==> src/rtl/disp_pkg.sv <==
// Shared definitions for the scaled ADC display: FSM states, 7-segment
// glyph lookup and constant-evaluable helper functions.
package disp_pkg;

    typedef enum logic [2:0] {
        ST_IDLE,
        ST_MUL,
        ST_DIV,
        ST_BCD,
        ST_DONE
    } state_t;

    // Active-high glyphs, bit order {g,f,e,d,c,b,a}
    localparam logic [6:0] SEG_D0 = 7'h3F;
    localparam logic [6:0] SEG_D1 = 7'h06;
    localparam logic [6:0] SEG_D2 = 7'h5B;
    localparam logic [6:0] SEG_D3 = 7'h4F;
    localparam logic [6:0] SEG_D4 = 7'h66;
    localparam logic [6:0] SEG_D5 = 7'h6D;
    localparam logic [6:0] SEG_D6 = 7'h7D;
    localparam logic [6:0] SEG_D7 = 7'h07;
    localparam logic [6:0] SEG_D8 = 7'h7F;
    localparam logic [6:0] SEG_D9 = 7'h6F;

    // Ceiling log2; clog2(1) = 0
    function automatic int unsigned clog2(input longint unsigned v);
        int unsigned     r;
        longint unsigned p;
        r = 0;
        p = 1;
        while (p < v) begin
            p = p << 1;
            r = r + 1;
        end
        return r;
    endfunction

    function automatic longint unsigned pow10(input int unsigned n);
        longint unsigned p;
        p = 1;
        for (int unsigned k = 0; k < n; k++) p = p * 10;
        return p;
    endfunction

    // BCD digit to glyph; codes above 9 never occur and render dark
    function automatic logic [6:0] seg7(input logic [3:0] d);
        case (d)
            4'd0:    return SEG_D0;
            4'd1:    return SEG_D1;
            4'd2:    return SEG_D2;
            4'd3:    return SEG_D3;
            4'd4:    return SEG_D4;
            4'd5:    return SEG_D5;
            4'd6:    return SEG_D6;
            4'd7:    return SEG_D7;
            4'd8:    return SEG_D8;
            4'd9:    return SEG_D9;
            default: return 7'h00;
        endcase
    endfunction

endpackage

==> src/rtl/bin2bcd_seq.sv <==
// Sequential double-dabble converter, one shift per clock.
// Ports: clk/rst; i_start (first iteration, consumes i_bin directly);
// i_bin QW-bit binary; o_busy iterations pending; o_done_c high on the
// edge that performs the final shift; o_bcd 4*DIGITS-bit result.
module bin2bcd_seq
    import disp_pkg::*;
#(
    parameter int unsigned QW     = 13,
    parameter int unsigned DIGITS = 4
) (
    input  logic                  clk,
    input  logic                  rst,
    input  logic                  i_start,
    input  logic [QW-1:0]         i_bin,
    output logic                  o_busy,
    output logic                  o_done_c,
    output logic [4*DIGITS-1:0]   o_bcd
);

    localparam int unsigned BW = 4 * DIGITS;
    localparam int unsigned CW = clog2(QW + 1);

    logic [QW-1:0] r_bin;
    logic [BW-1:0] r_bcd;
    logic [CW-1:0] r_cnt;
    logic          r_active;

    logic [QW-1:0] w_src_bin;
    logic [BW-1:0] w_src_bcd;
    logic [BW-1:0] w_adj;
    logic [CW-1:0] w_cnt;
    logic          w_run;

    // Start cycle works on the fresh operand so no load cycle is spent
    always_comb begin
        w_src_bin = i_start ? i_bin : r_bin;
        w_src_bcd = i_start ? '0 : r_bcd;
        w_cnt     = i_start ? '0 : r_cnt;
        w_run     = i_start || r_active;
        w_adj     = '0;
        for (int unsigned n = 0; n < DIGITS; n++) begin
            w_adj[4*n +: 4] = (w_src_bcd[4*n +: 4] >= 4'd5) ? w_src_bcd[4*n +: 4] + 4'd3
                                                             : w_src_bcd[4*n +: 4];
        end
        o_done_c = w_run && (w_cnt == CW'(QW - 1));
    end

    always_ff @(posedge clk or posedge rst) begin
        if (rst) begin
            r_bin    <= '0;
            r_bcd    <= '0;
            r_cnt    <= '0;
            r_active <= 1'b0;
        end else if (w_run) begin
            r_bcd    <= {w_adj[BW-2:0], w_src_bin[QW-1]};
            r_bin    <= w_src_bin << 1;
            r_cnt    <= w_cnt + CW'(1);
            r_active <= !o_done_c;
        end
    end

    assign o_busy = r_active;
    assign o_bcd  = r_bcd;

endmodule

==> src/rtl/adc_scaled_display.sv <==
// ADC code to scaled BCD value with a multiplexed 7-segment driver.
// Ports: clk/rst (async, active-high); sample_in/sample_valid accepted in
// IDLE only; busy while converting; value_bcd + one-cycle bcd_valid on
// update; seg {dp,g..a} and one-hot sel drive the display.
module adc_scaled_display
    import disp_pkg::*;
#(
    parameter int unsigned DATA_W         = 8,
    parameter int unsigned DIGITS         = 4,
    parameter int unsigned FULL_SCALE     = 5000,
    parameter int unsigned SCAN_DIV       = 20000,
    parameter int unsigned DP_POS         = 3,
    parameter int unsigned BLANK_LZ       = 1,
    parameter int unsigned SEG_ACTIVE_LOW = 0
) (
    input  logic                  clk,
    input  logic                  rst,
    input  logic [DATA_W-1:0]     sample_in,
    input  logic                  sample_valid,
    output logic                  busy,
    output logic [4*DIGITS-1:0]   value_bcd,
    output logic                  bcd_valid,
    output logic [7:0]            seg,
    output logic [DIGITS-1:0]     sel
);

    localparam int unsigned QW          = clog2(FULL_SCALE + 1);
    localparam int unsigned PW          = DATA_W + QW;
    localparam int unsigned BW          = 4 * DIGITS;
    localparam int unsigned CW          = clog2(PW + 1);
    localparam int unsigned SW          = clog2(SCAN_DIV);
    localparam int unsigned IW          = clog2(DIGITS);
    localparam int unsigned BLANK_FLOOR = (DP_POS >= DIGITS) ? 0 : DP_POS;
    localparam logic              INV     = (SEG_ACTIVE_LOW != 0);
    localparam logic [DATA_W:0]   DIVISOR = {1'b0, {DATA_W{1'b1}}};
    localparam logic [7:0]        SEG_RST = {8{INV}};
    localparam logic [DIGITS-1:0] SEL_RST = DIGITS'(1) ^ {DIGITS{INV}};

    if (FULL_SCALE > pow10(DIGITS) - 1) begin : g_bad_full_scale
        $error("FULL_SCALE does not fit in DIGITS decimal digits");
    end
    if (DIGITS < 2) begin : g_bad_digits
        $error("DIGITS must be at least 2");
    end
    if (SCAN_DIV < 2) begin : g_bad_scan_div
        $error("SCAN_DIV must be at least 2");
    end

    state_t              r_state;
    state_t              w_state_nxt;
    logic [DATA_W-1:0]   r_sample;
    logic [PW-1:0]       r_prod;
    logic [DATA_W-1:0]   r_rem;
    logic [QW-1:0]       r_quo;
    logic [CW-1:0]       r_cnt;
    logic                r_busy;
    logic                r_bcd_valid;
    logic [BW-1:0]       r_value;      // doubles as the display buffer
    logic [SW-1:0]       r_scan_cnt;
    logic [IW-1:0]       r_idx;
    logic [DIGITS-1:0]   r_sel;
    logic [7:0]          r_seg;

    logic [DATA_W:0]     w_rem_sh;
    logic                w_ge;
    logic                w_bcd_start_c;
    logic                w_bcd_busy;
    logic                w_bcd_done_c;
    logic [BW-1:0]       w_bcd;

    // Restoring divide step: one quotient bit per DIV cycle
    assign w_rem_sh = {r_rem, r_prod[PW-1]};
    assign w_ge     = (w_rem_sh >= DIVISOR);

    bin2bcd_seq #(.QW(QW), .DIGITS(DIGITS)) u_bcd (
        .clk      (clk),
        .rst      (rst),
        .i_start  (w_bcd_start_c),
        .i_bin    (r_quo),
        .o_busy   (w_bcd_busy),
        .o_done_c (w_bcd_done_c),
        .o_bcd    (w_bcd)
    );

    // FSM state register
    always_ff @(posedge clk or posedge rst) begin
        if (rst) r_state <= ST_IDLE;
        else     r_state <= w_state_nxt;
    end

    // FSM next state and converter kick-off
    always_comb begin
        w_state_nxt   = r_state;
        w_bcd_start_c = 1'b0;
        case (r_state)
            ST_IDLE: if (sample_valid) w_state_nxt = ST_MUL;
            ST_MUL:  w_state_nxt = ST_DIV;
            ST_DIV:  if (r_cnt == CW'(PW - 1)) w_state_nxt = ST_BCD;
            ST_BCD: begin
                w_bcd_start_c = !w_bcd_busy;
                if (w_bcd_done_c) w_state_nxt = ST_DONE;
            end
            ST_DONE: w_state_nxt = ST_IDLE;
            default: w_state_nxt = ST_IDLE;
        endcase
    end

    // Conversion datapath and status outputs
    always_ff @(posedge clk or posedge rst) begin
        if (rst) begin
            r_sample    <= '0;
            r_prod      <= '0;
            r_rem       <= '0;
            r_quo       <= '0;
            r_cnt       <= '0;
            r_busy      <= 1'b0;
            r_bcd_valid <= 1'b0;
            r_value     <= '0;
        end else begin
            r_busy      <= (w_state_nxt != ST_IDLE) && (w_state_nxt != ST_DONE);
            r_bcd_valid <= (r_state == ST_DONE);
            case (r_state)
                ST_IDLE: if (sample_valid) r_sample <= sample_in;
                ST_MUL: begin
                    r_prod <= PW'(r_sample) * PW'(FULL_SCALE);
                    r_rem  <= '0;
                    r_quo  <= '0;
                    r_cnt  <= '0;
                end
                ST_DIV: begin
                    r_prod <= r_prod << 1;
                    r_rem  <= w_ge ? DATA_W'(w_rem_sh - DIVISOR) : DATA_W'(w_rem_sh);
                    r_quo  <= QW'({r_quo, w_ge});
                    r_cnt  <= r_cnt + CW'(1);
                end
                ST_DONE: r_value <= w_bcd;
                default: ;
            endcase
        end
    end

    logic              w_tick;
    logic [IW-1:0]     w_nxt_idx;
    logic [3:0]        w_digit;
    logic              w_upper_nz;
    logic              w_blank;
    logic [7:0]        w_seg_c;
    logic [DIGITS-1:0] w_sel_c;

    // Glyph for the digit about to be selected; uses the buffer as it
    // stands before this edge, so a coincident load shows next tick
    always_comb begin
        w_tick     = (r_scan_cnt == SW'(SCAN_DIV - 1));
        w_nxt_idx  = (r_idx == IW'(DIGITS - 1)) ? '0 : r_idx + IW'(1);
        w_digit    = '0;
        w_upper_nz = 1'b0;
        for (int unsigned k = 0; k < DIGITS; k++) begin
            if (IW'(k) == w_nxt_idx) w_digit = r_value[4*k +: 4];
            if ((IW'(k) >= w_nxt_idx) && (r_value[4*k +: 4] != 4'd0)) w_upper_nz = 1'b1;
        end
        w_blank = (BLANK_LZ != 0) && (w_nxt_idx > IW'(BLANK_FLOOR)) && !w_upper_nz;
        w_seg_c = w_blank ? 8'h00 : {1'b0, seg7(w_digit)};
        if (32'(w_nxt_idx) == DP_POS) w_seg_c[7] = 1'b1;
        w_seg_c = w_seg_c ^ {8{INV}};
        w_sel_c = (DIGITS'(1) << w_nxt_idx) ^ {DIGITS{INV}};
    end

    // Digit scan: sel and seg update together on the terminal count
    always_ff @(posedge clk or posedge rst) begin
        if (rst) begin
            r_scan_cnt <= '0;
            r_idx      <= '0;
            r_sel      <= SEL_RST;
            r_seg      <= SEG_RST;
        end else if (w_tick) begin
            r_scan_cnt <= '0;
            r_idx      <= w_nxt_idx;
            r_sel      <= w_sel_c;
            r_seg      <= w_seg_c;
        end else begin
            r_scan_cnt <= r_scan_cnt + SW'(1);
        end
    end

    assign busy      = r_busy;
    assign bcd_valid = r_bcd_valid;
    assign value_bcd = r_value;
    assign sel       = r_sel;
    assign seg       = r_seg;

endmodule

==> config.mk <==
export PLATFORM = sky130hd
export DESIGN_NAME = adc_scaled_display
export DESIGN_NICKNAME = d
export VERILOG_FILES = /design/src/rtl/disp_pkg.sv /design/src/rtl/bin2bcd_seq.sv /design/src/rtl/adc_scaled_display.sv
export SDC_FILE = /design/constraint.sdc
export NUM_CORES = 1
export LEC_CHECK = 0
export BUFFER_PORTS_ARGS = -buffer_cell sky130_fd_sc_hd__buf_2
export CORE_ASPECT_RATIO = 1.5
export CORE_MARGIN = 1.5
export CORE_UTILIZATION = 60
export DETAILED_ROUTE_END_ITERATION = 8
export GPL_TIMING_DRIVEN = 0
export PLACE_DENSITY = 0.81
export SLEW_MARGIN = 20
export SYNTH_ARGS = -nofsm -noshare
export SYNTH_HDL_FRONTEND = slang
export SYNTH_SLANG_ARGS = --single-unit
==> constraint.sdc <==
create_clock -name clk -period 4.15 [get_ports clk]
set_input_delay 0.2075 -clock clk [delete_from_list [all_inputs] [get_ports clk]]
set_output_delay 0.2075 -clock clk [all_outputs]
set_load 0.01 [all_outputs]
==> run summary <==
Synthesis
* post-synthesis register bit count: 134
* mapped cell area: 7610 sq um
* prevailing post-synth register cell: sky130_fd_sc_hd__dfrtp_1
* sequential area share after synthesis: 44.1%
* count of warnings emitted by yosys: 0
* number of cells produced by synthesis: 760
* Post-Synthesis Mean Instance Area: 10.0 sq um
* net count after synthesis: 847
* proportion of synthesized flip-flops having asynchronous set or reset: 100%
* unique cell type count in the Yosys netlist: 58
* Post-synth EDFFs: 0

Timing
* Layout Skew: 0.00874 ns
* RSZ-0062 raised after global routing: no
* min Tclk post-route: 3.92 ns
* Achievable Freq: 0.255 GHz
* Slew @ Worst Pin: 0.622 ns
* count of final setup violators: 0
* setup slack after layout: 0.234 ns
* Min Hold Slack: 0.00955 ns
* share of the cycle needed by the critical path after routing: 94.4%
* Pins Over Slew Limit: 0
* total negative slack for setup checks: 0 ns
* Max-slew headroom: 58.6%
* final count of hold timing violations: 0

Status
* status: completed

Setup path
* type of origin of the critical path: register
* highest fanout seen on the critical path: 6
* critical path data arrival time: 4.19 ns
* required time at the endpoint of the critical path: 4.42 ns
* Worst setup EP type: register
* critical path type: reg2reg

Global route
* initial antenna violation count: 0
* global-route wire length before repair: 29900 um
* Overflow after GRT: 0
* Total GRT Usage: 28.5%
* largest net degree at the start of global routing: 85
* vias in the first global route: 6500

Cells and area
* # diodes: 0
* ratio of cells with drive above 1 in the final layout: 14.4%
* final layout net count: 909
* area growth from synthesis to layout: 14.0%

Floorplan
* die span in y: 141 um
* DIE AREA: 13400 sq um
* Core Footprint: 12400 sq um
* starting density of the core: 61.1%
* width of the chip: 94.9 um
* I/O pin count: 41
* standard-cell row count: 50

CTS
* clock net sink count: 134
* Post CTS Setup Buffer Count: 0
* clock tree from TritonCTS: done
* clk root buf: sky130_fd_sc_hd__clkbuf_16
* CTS clk-pin slew, worst paths: 0.06 ns
* maximum clock insertion buffer count: 2
* CTS H-tree lvls: 4
* total CTS buffers: 17
* insertion delay of the later-clocked pin in the worst-skew pair: 0.41 ns

Routing
* Routed wire per std cell: 17.8 um
* Residual DRC: 0
* post-DR vias/cell: 6.12
* detailed router's first-iteration violation count: 386
* count of TritonRoute iterations in the first routing pass: 5
* wire length after detailed routing: 17700 um
* residual antenna-violating net count after detailed routing: 0
* detailed-route via count: 6069

Flow run
* max-cap violation count: 0

Placed design
* Port Buffers: 40
* Post-Place Setup Slack: 0.152 ns
* Final GP Congestion: 0.878
* final HPWL from detailed placement: 12500 um

Hold path
* kind of path behind the tightest hold check: in2reg

[cells in the mapped netlist, types with 18 or more instances]
master                    number  area [sq um]
sky130_fd_sc_hd__nor2_1       32           120
sky130_fd_sc_hd__o21ai_0      68           340
sky130_fd_sc_hd__nand2_1     104           390
sky130_fd_sc_hd__o22ai_1      19           119
sky130_fd_sc_hd__mux2_2       22           248
sky130_fd_sc_hd__inv_1        39           146
sky130_fd_sc_hd__ha_1         64           801
sky130_fd_sc_hd__a21oi_1      43           215
sky130_fd_sc_hd__nand3_1      18          90.1
sky130_fd_sc_hd__dfrtp_1     133          3330
sky130_fd_sc_hd__mux2i_1      18           180
[cell usage in the layout (no fill, tap or decap), types with 5 or more instances in the layout]
master	instances
sky130_fd_sc_hd__a211oi_1	5
sky130_fd_sc_hd__a21o_1	6
sky130_fd_sc_hd__a21oi_1	43
sky130_fd_sc_hd__a22o_1	15
sky130_fd_sc_hd__and2_1	5
sky130_fd_sc_hd__buf_2	52
sky130_fd_sc_hd__clkbuf_1	21
sky130_fd_sc_hd__clkbuf_16	17
sky130_fd_sc_hd__dfrtp_1	131
sky130_fd_sc_hd__fa_1	12
sky130_fd_sc_hd__ha_1	64
sky130_fd_sc_hd__inv_1	38
sky130_fd_sc_hd__mux2_2	22
sky130_fd_sc_hd__mux2i_1	18
sky130_fd_sc_hd__nand2_1	104
sky130_fd_sc_hd__nand2b_1	8
sky130_fd_sc_hd__nand3_1	18
sky130_fd_sc_hd__nand3b_1	9
sky130_fd_sc_hd__nand4_1	6
sky130_fd_sc_hd__nor2_1	32
sky130_fd_sc_hd__nor3_1	7
sky130_fd_sc_hd__nor3b_1	7
sky130_fd_sc_hd__o21ai_0	68
sky130_fd_sc_hd__o22ai_1	19
sky130_fd_sc_hd__xnor2_1	12
sky130_fd_sc_hd__xor2_1	16
[kinds of logic after synthesis]
group                      Yosys count  share of synthesized area (%)
AOI/OAI and AO/OA                  188                           15.1
xor gates and xnor gates            28                           3.22
adders and majority gates           76                           13.7
buffers and inverters               73                           4.19
DFF                                134                           44.1
muxes                               40                           5.63
and+or+nand+nor                    221                           14.1
[worst max-delay path: stages (launching register included)]
cell and delay (ns):
sky130_fd_sc_hd__dfrtp_2 0.48, sky130_fd_sc_hd__ha_1 0.32, sky130_fd_sc_hd__ha_1 0.29, sky130_fd_sc_hd__inv_1 0.06, sky130_fd_sc_hd__fa_1 0.50, sky130_fd_sc_hd__fa_1 0.55
sky130_fd_sc_hd__inv_1 0.07, sky130_fd_sc_hd__fa_1 0.49, sky130_fd_sc_hd__a211oi_2 0.28, sky130_fd_sc_hd__o21ai_0 0.19, sky130_fd_sc_hd__a31oi_1 0.28, sky130_fd_sc_hd__xor2_1 0.18
sky130_fd_sc_hd__o21ai_0 0.09
[path summary, 6_finish.rpt]
path,from,slack (ns),cells past startpoint,endpoint
worst max-delay path,r_sample[2],0.23,12,r_prod[19]
worst min-delay path,sample_in[1],0.01,3,r_sample[1]
worst max register to register,r_sample[2],0.23,12,r_prod[19]
worst min register to register,sel[0],0.45,2,sel[0]
max in group asynchronous,rst,2.97,4,r_quo[3]
min in group asynchronous,rst,0.38,3,r_scan_cnt[10]
[layout make-up]
class	instances	area, sq um
multi-input cells	553	3940
fillers	902	3780
flip-flops and latches	134	3360
clock buffers	23	458
repair buffers	43	248
well taps	156	195
plain buffers	34	173
clock inverters	9	153
inverters	39	151
[per-stage QoR]
stage | cell area, sq um | utilization, % | cells
after floorplan | 7610 | - | 760
after global placement | 8000 | 64.3 | 956
after detailed placement | 8030 | 64.5 | 957
after CTS | 8660 | 69.6 | 991
after global routing | 8670 | 69.7 | 991
final | 8670 | 69.7 | 991
[what timing repair did]
action                                 CTS  global route
resized for setup                        0             3
hold buffers                             2             0
setup endpoints to repair                0             3
endpoints found under the hold margin   50             0
[state kept, by name, summed over array words and instances (netlist names), 8 cells and up]
register and cells:
value_bcd 16, r_scan_cnt 15, r_prod 18, u_bcd.o_bcd 16
r_rem 8, r_sample 8, u_bcd.r_bin 12, r_quo 13
[per-layer routing]
layer	track usage (%)	wire [um]	vias to the layer above
met4	16.9	660	0
li1	-	-	2809
met5	0	0	-
met2	52.0	9800	197
met3	6.15	687	59
met1	28.9	6530	3004
Power is not shown: default switching activity piles up to over one toggle a cycle in this logic, so the estimate is an artifact.
